[src/rtl/mem_port_arbiter_pkg.sv]
// Shared definitions for the unified-memory port arbiter.
package mem_port_arbiter_pkg;

  typedef enum logic [1:0] {
    IDLE = 2'd0,
    DATA = 2'd1,
    INST = 2'd2
  } state_t;

  localparam int MEM_LAT_DEFAULT = 2;
  localparam int CNT_W = $clog2(MEM_LAT_DEFAULT + 1);

  // Width of the wait counter for a given memory latency.
  function automatic int cnt_width(input int lat);
    return (lat < 1) ? 1 : $clog2(lat + 1);
  endfunction

endpackage

[src/rtl/mem_wait_counter.sv]
// Down-counter that times a fixed-latency memory access.
module mem_wait_counter
  import mem_port_arbiter_pkg::*;
#(
  parameter int MEM_LAT  = MEM_LAT_DEFAULT,
  parameter int CNT_W_P  = cnt_width(MEM_LAT)
) (
  input  logic clk,
  input  logic rst,
  input  logic load,
  input  logic dec,
  output logic done
);

  localparam logic [CNT_W_P-1:0] LOAD_VAL = CNT_W_P'(MEM_LAT - 1);

  logic [CNT_W_P-1:0] cnt_reg;

  // Load at grant, then count down to zero and hold there.
  always_ff @(posedge clk or posedge rst) begin
    if (rst) begin
      cnt_reg <= '0;
    end else if (load) begin
      cnt_reg <= LOAD_VAL;
    end else if (dec && (cnt_reg != '0)) begin
      cnt_reg <= cnt_reg - CNT_W_P'(1);
    end
  end

  assign done = (cnt_reg == '0);

endmodule

[src/rtl/mem_port_arbiter.sv]
// Arbitrates one single-port memory between instruction fetch and data access.
module mem_port_arbiter
  import mem_port_arbiter_pkg::*;
#(
  parameter int MEM_LAT = MEM_LAT_DEFAULT,
  parameter int AW      = 32,
  parameter int DW      = 32
) (
  input  logic          clk,
  input  logic          rst,
  input  logic          if_req,
  input  logic [AW-1:0] if_addr,
  output logic [DW-1:0] if_rdata,
  output logic          if_ack,
  input  logic          dm_req,
  input  logic          dm_we,
  input  logic [AW-1:0] dm_addr,
  input  logic [DW-1:0] dm_wdata,
  output logic [DW-1:0] dm_rdata,
  output logic          dm_ack,
  input  logic          flush,
  output logic          mem_en,
  output logic          mem_we,
  output logic [AW-1:0] mem_addr,
  output logic [DW-1:0] mem_wdata,
  input  logic [DW-1:0] mem_rdata,
  output logic          stall
);

  state_t state_reg;
  logic   drop_reg;
  logic   grant_data;
  logic   grant_inst;
  logic   busy;
  logic   cnt_done;

  // Data wins over fetch; a requester acked this cycle holds a stale req.
  assign grant_data = (state_reg == IDLE) && dm_req && !dm_ack;
  assign grant_inst = (state_reg == IDLE) && !grant_data && if_req && !if_ack && !flush;
  assign busy       = (state_reg != IDLE);

  // Pipeline waits whenever a live request has not yet been acknowledged.
  assign stall = (dm_req && !dm_ack) || (if_req && !if_ack && !flush);

  mem_wait_counter #(
    .MEM_LAT (MEM_LAT),
    .CNT_W_P (cnt_width(MEM_LAT))
  ) u_wait (
    .clk  (clk),
    .rst  (rst),
    .load (grant_data || grant_inst),
    .dec  (busy),
    .done (cnt_done)
  );

  // Access sequencer: grant, hold the memory interface, then return data and ack.
  always_ff @(posedge clk or posedge rst) begin
    if (rst) begin
      state_reg <= IDLE;
      drop_reg  <= 1'b0;
      mem_en    <= 1'b0;
      mem_we    <= 1'b0;
      mem_addr  <= '0;
      mem_wdata <= '0;
      if_rdata  <= '0;
      dm_rdata  <= '0;
      if_ack    <= 1'b0;
      dm_ack    <= 1'b0;
    end else begin
      if_ack <= 1'b0;
      dm_ack <= 1'b0;
      case (state_reg)
        IDLE: begin
          if (grant_data) begin
            state_reg <= DATA;
            mem_en    <= 1'b1;
            mem_we    <= dm_we;
            mem_addr  <= dm_addr;
            mem_wdata <= dm_wdata;
          end else if (grant_inst) begin
            state_reg <= INST;
            mem_en    <= 1'b1;
            mem_we    <= 1'b0;
            mem_addr  <= if_addr;
          end
        end
        DATA: begin
          if (cnt_done) begin
            if (!mem_we) begin
              dm_rdata <= mem_rdata;
            end
            dm_ack    <= 1'b1;
            mem_en    <= 1'b0;
            mem_we    <= 1'b0;
            state_reg <= IDLE;
          end
        end
        INST: begin
          if (cnt_done) begin
            // A flush seen at any point of the fetch makes its result wrong-path.
            if (!(drop_reg || flush)) begin
              if_rdata <= mem_rdata;
              if_ack   <= 1'b1;
            end
            drop_reg  <= 1'b0;
            mem_en    <= 1'b0;
            state_reg <= IDLE;
          end else if (flush) begin
            drop_reg <= 1'b1;
          end
        end
        default: begin
          state_reg <= IDLE;
          mem_en    <= 1'b0;
          mem_we    <= 1'b0;
        end
      endcase
    end
  end

endmodule

[config.mk]
export PLATFORM = sky130hd
export DESIGN_NAME = mem_port_arbiter
export DESIGN_NICKNAME = d
export VERILOG_FILES = /design/src/rtl/mem_port_arbiter_pkg.sv /design/src/rtl/mem_wait_counter.sv /design/src/rtl/mem_port_arbiter.sv
export SDC_FILE = /design/constraint.sdc
export NUM_CORES = 1
export LEC_CHECK = 0
export BUFFER_PORTS_ARGS = -buffer_cell sky130_fd_sc_hd__buf_2
export CAP_MARGIN = 20
export CORE_MARGIN = 2
export CORE_UTILIZATION = 50
export CTS_CLUSTER_SIZE = 10
export DETAILED_ROUTE_END_ITERATION = 8
export GPL_TIMING_DRIVEN = 0
export PLACE_DENSITY = 0.86
export SYNTH_ARGS = -nofsm -noshare
export SYNTH_HDL_FRONTEND = slang
export SYNTH_SLANG_ARGS = --single-unit
[constraint.sdc]
create_clock -name clk -period 7.2 [get_ports clk]
set_clock_uncertainty 0.05 [all_clocks]
set_input_delay 1.08 -clock clk [delete_from_list [all_inputs] [get_ports clk]]
set_output_delay 1.08 -clock clk [all_outputs]
set_load 0.02 [all_outputs]
Yosys cells after proc, flatten, opt, wreduce, memory -nomap -nowiden
Cells that the tools add are included.
- register bits: 137
- input bits: 134
- word-level logic and storage cells: 74
- $add $sub $neg: 1
- equal/unequal tests: 5
- muxes and demuxes: 22
- bitwise logic cells: 3
- reduce and logical (&&, ||, !) cells: 32
- operators by type and width (operator ; number):
    two-way mux 32 bit ; 2
    two-way mux 1 bit ; 12
    logical AND 1 bit ; 10
    two-way mux 2 bit ; 5
    nonzero test 2 bit ; 5
    AND reduction 3 bit ; 3
    AND reduction 2 bit ; 4
    zero test 1 bit ; 4
    zero test 2 bit ; 2
    one-hot mux 2 bit (2 select lines) ; 1
    logical OR 1 bit ; 3
    != test 3 bit (second input constant) ; 1
    NOT 1 bit ; 3
    one-hot mux 1 bit (3 select lines) ; 1
    equality test 2 x 1 -> 1 bit (second input constant) ; 1
    equality test 2 bit (second input constant) ; 1
    != test 2 x 1 -> 1 bit (second input constant) ; 1
    != test 2 bit (second input constant) ; 1
    one-hot mux 1 bit (2 select lines) ; 1
    OR reduction 2 bit ; 1
    subtractor 2 x 1 -> 2 bit (second input constant) ; 1

Longest topological paths before layout
Gate-level depths: netlist (run 1).
- word-level depth: 11
- depth in mapped cells: 7

Cells and area by module
Synthesis (run 1) repeated with hierarchy kept, for this count alone.
- cell total of the unflattened synthesis: 362
- area, all modules: 5462.7 um2
- by module, submodules not included (module ; times used ; cells an instance ; area each (um2)):
    mem_port_arbiter ; 1 ; 350 ; 5342.6
    mem_wait_counter ; 1 ; 12 ; 120.1

Least setup slack after synthesis (run 1)
OpenSTA, ideal clock, no wires.
- path kind: input to output
- start point: in flush
- end point: out stall
- arrival time: 1748 ps
- data required time: 6070 ps
- slack: 4322 ps
- stages: 3
- buffers on the path: 1
- path through: or3b_1 -> buf_6 -> nand2_1
- longest elaborated chain between the ends: 3
- ends and longest elaborated chain (item ; RTL line ; text):
    start, declared ; mem_port_arbiter.sv:21 ; input logic flush,
    zero test 1 bit ; mem_port_arbiter.sv:43 ; assign stall = (dm_req && !dm_ack) || (if_req && !if_ack && !flush);
    logical AND 1 bit ; mem_port_arbiter.sv:43 ;
    logical OR 1 bit ; mem_port_arbiter.sv:43 ;
    end, declared ; mem_port_arbiter.sv:27 ; output logic stall
Every way passes these cells.

Worst setup path after layout (run 1)
Same ends and word-level chain as after synthesis.

==> flow_summary.yaml, run 1 <==
worst_setup_path:
  crit_required_ns: 6.07
  worstPathMaxFanout: 6
  path_buf_inv: 3
  crit_path_start_kind: "input pin"
  crit_top_cell: "buf_2"
  cp.arrival_ns: 1.96
  end_kind: "output port"
  worstSetupPathType: "in2out"
  cpPeakStageDelay_ns: 0.39
  crit_family: "buffers and inverters"
  cp_cell_sequence: "buf_2, or3b_1, buf_6, nand2_1, buf_2"
  slowest_stage: "or3b_1"
drt:
  finalWirelength_um: 13600
  wl_per_cell_um: 17.0
  vias: 4118
  drtAntennaViolNets: 0
  drc_errors: 0
  vias_per_cell: 5.15
  drt_iter0_markers: 198
  drt_first_pass_iters: 4
cts:
  cts_tree: "built"
  cts_resized: 0
  clock-sinks: 137
  ctsHoldBuffers: 0
  htreeDepth: 4
  cts_buffer_depth: 2
  clkSlewWorstSetupHoldPaths_ns: 0.06
  clock_latency_ns: 0.52
  cts_root_buf: "clkbuf_8"
  post_cts_buffers: 0
  cts_buffers: 17
yosys:
  synth_xor_area_share_pct: 0
  yosys_warnings: 0
  syn_area_mm2: 0.00549
  ys_types: 33
  synth_fa_ha_area_share_pct: 0.912
  synth_area_leader_cell: "dfrtp_1"
  synthSimpleGateAreaFrac_pct: 5.82
  yosys.area.top_type_share_pct: 62.5
  ys_seq_area_share_pct: 62.5
  syn-num-nets: 499
  ys_top_cells_by_area: "dfrtp_1 (63%), mux2_2 (20%), o221a_2 (6.0%), or2_2 (3.6%), ha_1 (0.91%)"
  synthMuxAreaShare_pct: 19.7
  synth_compound_area_share_pct: 8.23
  synth-seq-cells: 137
  synthCells: 361
  syn_area_per_cell_um2: 15.2
  synth_top_family_by_area: "multiplexers"
timing:
  final_max_slew_viol_count: 0
  rsz0062_at_grt: "false"
  fmax_ghz: 0.323
  relSlewSlack_pct: 61.5
  min_period_over_period_pct: 43.0
  min_period_ns: 3.09
  setup_ws_ns: 4.11
  tightest_slew_ns: 0.578
  tns_ns: 0
  hold_violations: 0
  timing.hold.ws_ns: 0.435
  setup_violations: 0
power:
  power_mw: 3.86
  p_leak_nw: 3.73
  combPwrFrac_pct: 42.4
  seq_power_share_pct: 34.9
  p_sw_mw: 1.46
  p_sw_share_pct: 38.0
  pwr-share-clk_pct: 22.7
  p_per_area_mw_per_mm2: 505
  vdd_ir_drop_max_mv: 0.307
  intPower_mw: 2.39
global_routing:
  grt_pass1_vias: 4389
  track_usage_pct: 23.4
  grt_pass1_wl_um: 20800
  antenna_found_initial: 0
  grt.overflow.total: 0
  grt_max_degree: 75
final_layout:
  nFillCells: 763
  post-route-util_pct: 70.7
  diodes: 0
  layout-drive-gt1-share_pct: 71.5
  layout.nets: 785
  area_delta_synth_final_pct: 39.1
floorplanning:
  die_w_um: 109
  num_rows: 38
  die_h_um: 109
  coreArea_mm2: 0.0108
  ios: 267
  start_util_pct: 50.8
  dieArea_mm2: 0.0118
status:
  status: "finished, final reports clean"
min_path:
  hold_class: "reg2reg"
placement:
  io_buffers: 266
  gp_congestion: 0.844
  dp_hpwl_um: 10000
  dp_worst_setup_slack_ns: 4.11
flow_run:
  maxCapViolCount: 0
==> metrics by stage <==
step           instances  instance area [um^2]
2_1_floorplan        361                  5490
3_3_place_gp         767                  6990
3_5_place_dp         768                  7020
4_1_cts              800                  7630
5_1_grt              800                  7630
6_report             800                  7630
==> layout make-up <==
cell class                 instances  area [um^2]  share of cell area, %
multi-input combinational        196         1900                   24.9
clock inverter                    15          193                   2.53
inverter                           5         23.8                  0.312
buffer                            23          136                   1.79
timing repair buffer             267         1360                   17.8
tap                              140          175                   2.30
sequential                       137         3430                   44.9
clock buffer                      17          414                   5.43
==> power by group through the flow <==
stage               combinational (mW)  sequential [mW]  clock (mW)
floorplan                        0.607             1.80           0
CTS                               1.66             1.34       0.895
global placement                  1.60             1.32           0
detailed placement                1.64             1.35           0
finish                            1.64             1.34       0.877
global route                      1.74             1.39       0.930
==> layer usage <==
metal	vias to the layer above	track usage, %	share of wire (%)
met5	-	0	0
met4	0	11.4	2.9
met3	37	8.43	8.9
met2	198	41.3	52
met1	1995	24.7	36
li1	1888	-	-
==> kinds of logic (layout without fill, tap and decap cells) <==
family	count (synthesis)	in the layout
multiplexers	96	96
buffers and inverters	28	327
AND/OR/NAND/NOR	51	51
adder cells (fa/ha/maj)	4	4
AO/OA/AOI/OAI	45	45
flip-flops	137	137
==> worst register-to-register path: stages, from the launching register on <==
cell,delay [ns]
dfrtp_1,0.39
inv_1,0.12
ha_1,0.21
clkbuf_1,0.35
nand3_1,0.33
clkbuf_1,0.32
o221a_2,0.34
==> worst paths after layout <==
path / from / endpoint / slack (ns) / depth (start not counted)
max: flush / stall / 4.11 / 5
min: mem_en / mem_en / 0.44 / 1
max reg2reg: state_reg[1] / mem_addr[7] / 4.98 / 6
min reg2reg: mem_en / mem_en / 0.44 / 1
max in group asynchronous: rst / mem_we / 5.78 / 3
min in group asynchronous: rst / mem_addr[5] / 0.58 / 2
==> cell usage in the layout, fill, tap and decap left out, types with 2 or more instances in the layout <==
master      netlist  layout
buf_2             6     272
dfrtp_1         137     137
mux2_2           95      95
or2_2            32      32
o221a_2          29      29
clkbuf_16         0      16
clkbuf_1          9       9
a21oi_1           6       6
buf_6             4       4
inv_1             5       4
inv_6             0       4
ha_1              4       4
nor2b_1           3       3
nand2b_1          3       3
o221a_1           3       3
nand2_1           3       3
buf_4             3       3
bufinv_16         0       3
clkinv_4          0       3
clkinvlp_4        0       3
nand3_1           2       2
inv_8             0       2
==> synth_stat cells <==
master      n
dfrtp_1   137
mux2_2     95
or2_2      32
o221a_2    29
clkbuf_1    9
a21oi_1     6
buf_2       6
inv_1       5
buf_6       4
ha_1        4
buf_4       3
nand2_1     3
nand2b_1    3
nor2b_1     3
o221a_1     3
nand3_1     2
a21boi_4    1
a31oi_1     1
and2_1      1
clkbuf_2    1
mux2_1      1
nand3b_1    1
nand4_1     1
nor3_2      1
nor3b_1     1
o21a_1      1
o21ai_0     1
o22a_1      1
o22ai_1     1
o32ai_1     1
or3_1       1
or3b_1      1
or4_1       1
No activity file was read; power rests on OpenSTA's default activity.
==> run 2: changes to the inputs <==
--- a/config.mk
+++ b/config.mk
@@ -8,11 +8,11 @@
 export BUFFER_PORTS_ARGS = -buffer_cell sky130_fd_sc_hd__buf_2
 export CAP_MARGIN = 20
 export CORE_MARGIN = 2
-export CORE_UTILIZATION = 50
+export CORE_UTILIZATION = 42
 export CTS_CLUSTER_SIZE = 10
 export DETAILED_ROUTE_END_ITERATION = 8
 export GPL_TIMING_DRIVEN = 0
-export PLACE_DENSITY = 0.86
+export PLACE_DENSITY = 0.77
 export SYNTH_ARGS = -nofsm -noshare
 export SYNTH_HDL_FRONTEND = slang
 export SYNTH_SLANG_ARGS = --single-unit
==> constraint.sdc (replaced) <==
create_clock -name clk -period 2.69 [get_ports clk]
set_clock_uncertainty 0.05 [all_clocks]
set_input_delay 0.4035 -clock clk [delete_from_list [all_inputs] [get_ports clk]]
set_output_delay 0.4035 -clock clk [all_outputs]
set_load 0.02 [all_outputs]
==> run 2 against run 1 <==
Hold slack worse by 0.26 ns. Utilization fell by 9.8 points. Critical endpoint is now mem_addr[13]. Clock power increased to 2.7 times the previous value. Routed wire length hardly changed. Total power grew to 2.7 times the previous value. Register-to-register slack lost 4.5 ns. Final cell count rose by 4.4%. Largest power group unchanged. Global-route usage shrank 3.4 points. Sequential power increased to 2.7 times the previous value.
==> flow_summary.yaml, run 2 (same netlist as run 1, synthesis figures left out) <==
timing:
  timing.hold.ws_ns: 0.172
  setup_ws_ns: 0.529
  setup_violations: 0
  tightest_slew_ns: 0.492
  hold_violations: 0
  min_period_ns: 2.16
  final_max_slew_viol_count: 0
  relSlewSlack_pct: 67.0
  min_period_over_period_pct: 80.3
  fmax_ghz: 0.463
  rsz0062_at_grt: "false"
worst_setup_path:
  crit_top_cell: "clkbuf_1"
  worstSetupPathType: "reg2reg"
  cp_cell_sequence: "inv_1, ha_1, clkbuf_1, nand3_1, clkbuf_1, o221a_2"
  cpPeakStageDelay_ns: 0.38
  timing.rr.end: "mem_addr[13]"
  slowest_stage: "dfrtp_1"
  crit_path_start_kind: "register"
  startpoint: "state_reg[0]"
  worstPathMaxFanout: 10
  cp.arrival_ns: 2.39
  rrSetupSlack_ns: 0.53
  crit_required_ns: 2.92
  end_kind: "register"
  endpoint: "mem_addr[13]"
  r2r-start: "state_reg[0]"
  reg2regPathDepth: 6
drt:
  drt_iter0_markers: 124
  finalWirelength_um: 13600
  drtAntennaViolNets: 0
  drt_first_pass_iters: 4
  vias: 4071
  vias_per_cell: 4.88
  drc_errors: 0
  wl_per_cell_um: 16.3
final_layout:
  multi_input_area_mm2: 0.00190
  diodes: 0
  final_common_cell: "buf_2"
  layout_common_cells: "buf_2 (272), dfrtp_1 (137), mux2_2 (95), or2_2 (32), o221a_2 (29)"
  layout-drive-gt1-share_pct: 71.2
  nFillCells: 1041
  layout.nets: 788
  area_delta_synth_final_pct: 40.8
  regArea_mm2: 0.00343
cts:
  htreeDepth: 4
  clock_latency_ns: 0.40
  cts_root_buf: "clkbuf_16"
  cts_resized: 0
  cts_tree: "built"
  post_cts_buffers: 0
  cts_buffer_depth: 2
  ctsHoldBuffers: 1
  clock-sinks: 137
  cts_buffers: 17
  clkSlewWorstSetupHoldPaths_ns: 0.06
floorplanning:
  num_rows: 41
  start_util_pct: 43.3
  ios: 267
  die_h_um: 118
  coreArea_mm2: 0.0127
  die_w_um: 118
  dieArea_mm2: 0.0140
power:
  p_per_area_mw_per_mm2: 1340
  power_mw: 10.3
  p_leak_nw: 3.74
  vdd_ir_drop_max_mv: 0.702
global_routing:
  grt_pass1_wl_um: 22200
  track_usage_pct: 20.0
  grt_max_degree: 47
  grt_pass1_vias: 4522
  grt.overflow.total: 0
  antenna_found_initial: 0
min_path:
  hold_class: "in2reg"
placement:
  dp_hpwl_um: 10500
  dp_worst_setup_slack_ns: 0.538
  gp_congestion: 0.820
  io_buffers: 266
flow_run:
  maxCapViolCount: 0
status:
  status: "finished, final reports clean"
[run 2: layer usage]
metal | track usage (%) | vias up | wire, um
li1 | - | 1891 | -
met1 | 21.9 | 1990 | 5270
met2 | 35.8 | 166 | 7140
met3 | 5.98 | 24 | 914
met4 | 8.66 | 0 | 325
met5 | 0 | - | 0
[run 2: how the worst min path moves through the flow]
| stage | endpoint | cells past startpoint | from |
|---|---|---|---|
| 2_1_floorplan | u_wait.cnt_reg[0] | 1 | u_wait.cnt_reg[0] |
| 3_3_place_gp | mem_en | 1 | mem_en |
| 3_5_place_dp | mem_wdata[27] | 2 | rst |
| 4_1_cts | dm_rdata[24] | 2 | mem_rdata[24] |
| 5_1_grt | mem_wdata[22] | 2 | dm_wdata[22] |
| 6_report | dm_rdata[24] | 2 | mem_rdata[24] |
[run 2: where the power goes]
group          leakage [nW]  switching, mW  internal (mW)
logic                  1.84           2.48           1.89
clock network         0.289          0.848           1.53
registers              1.62          0.504           3.08
total                  3.74           3.83           6.51
[run 2: per-stage QoR]
step	cell area (um^2)	TNS, ns	utilization (%)	std cells
after CTS	7720	0	60.9	835
after global routing	7720	0	60.9	835
after global placement	7040	-27.57	55.5	799
after detailed placement	7100	0	56.0	802
final	7720	0	60.9	835
after floorplan	5490	0	-	361
[run 2: worst max-delay path, delay by kind of cell (launching register included)]
kind                     cells  cell delay (ns)
flip-flops                   1             0.38
buffers and inverters        3             0.74
AO/OA/AOI/OAI                1             0.35
adder cells (fa/ha/maj)      1             0.20
AND/OR/NAND/NOR              1             0.31
[run 2: final cells by class]
class	instances	area share, %
sequential	137	44.4
multi-input combinational	196	24.6
timing repair buffer	270	18.1
clock buffer	22	6.14
tap	172	2.79
clock inverter	10	1.85
buffer	23	1.77
inverter	5	0.292
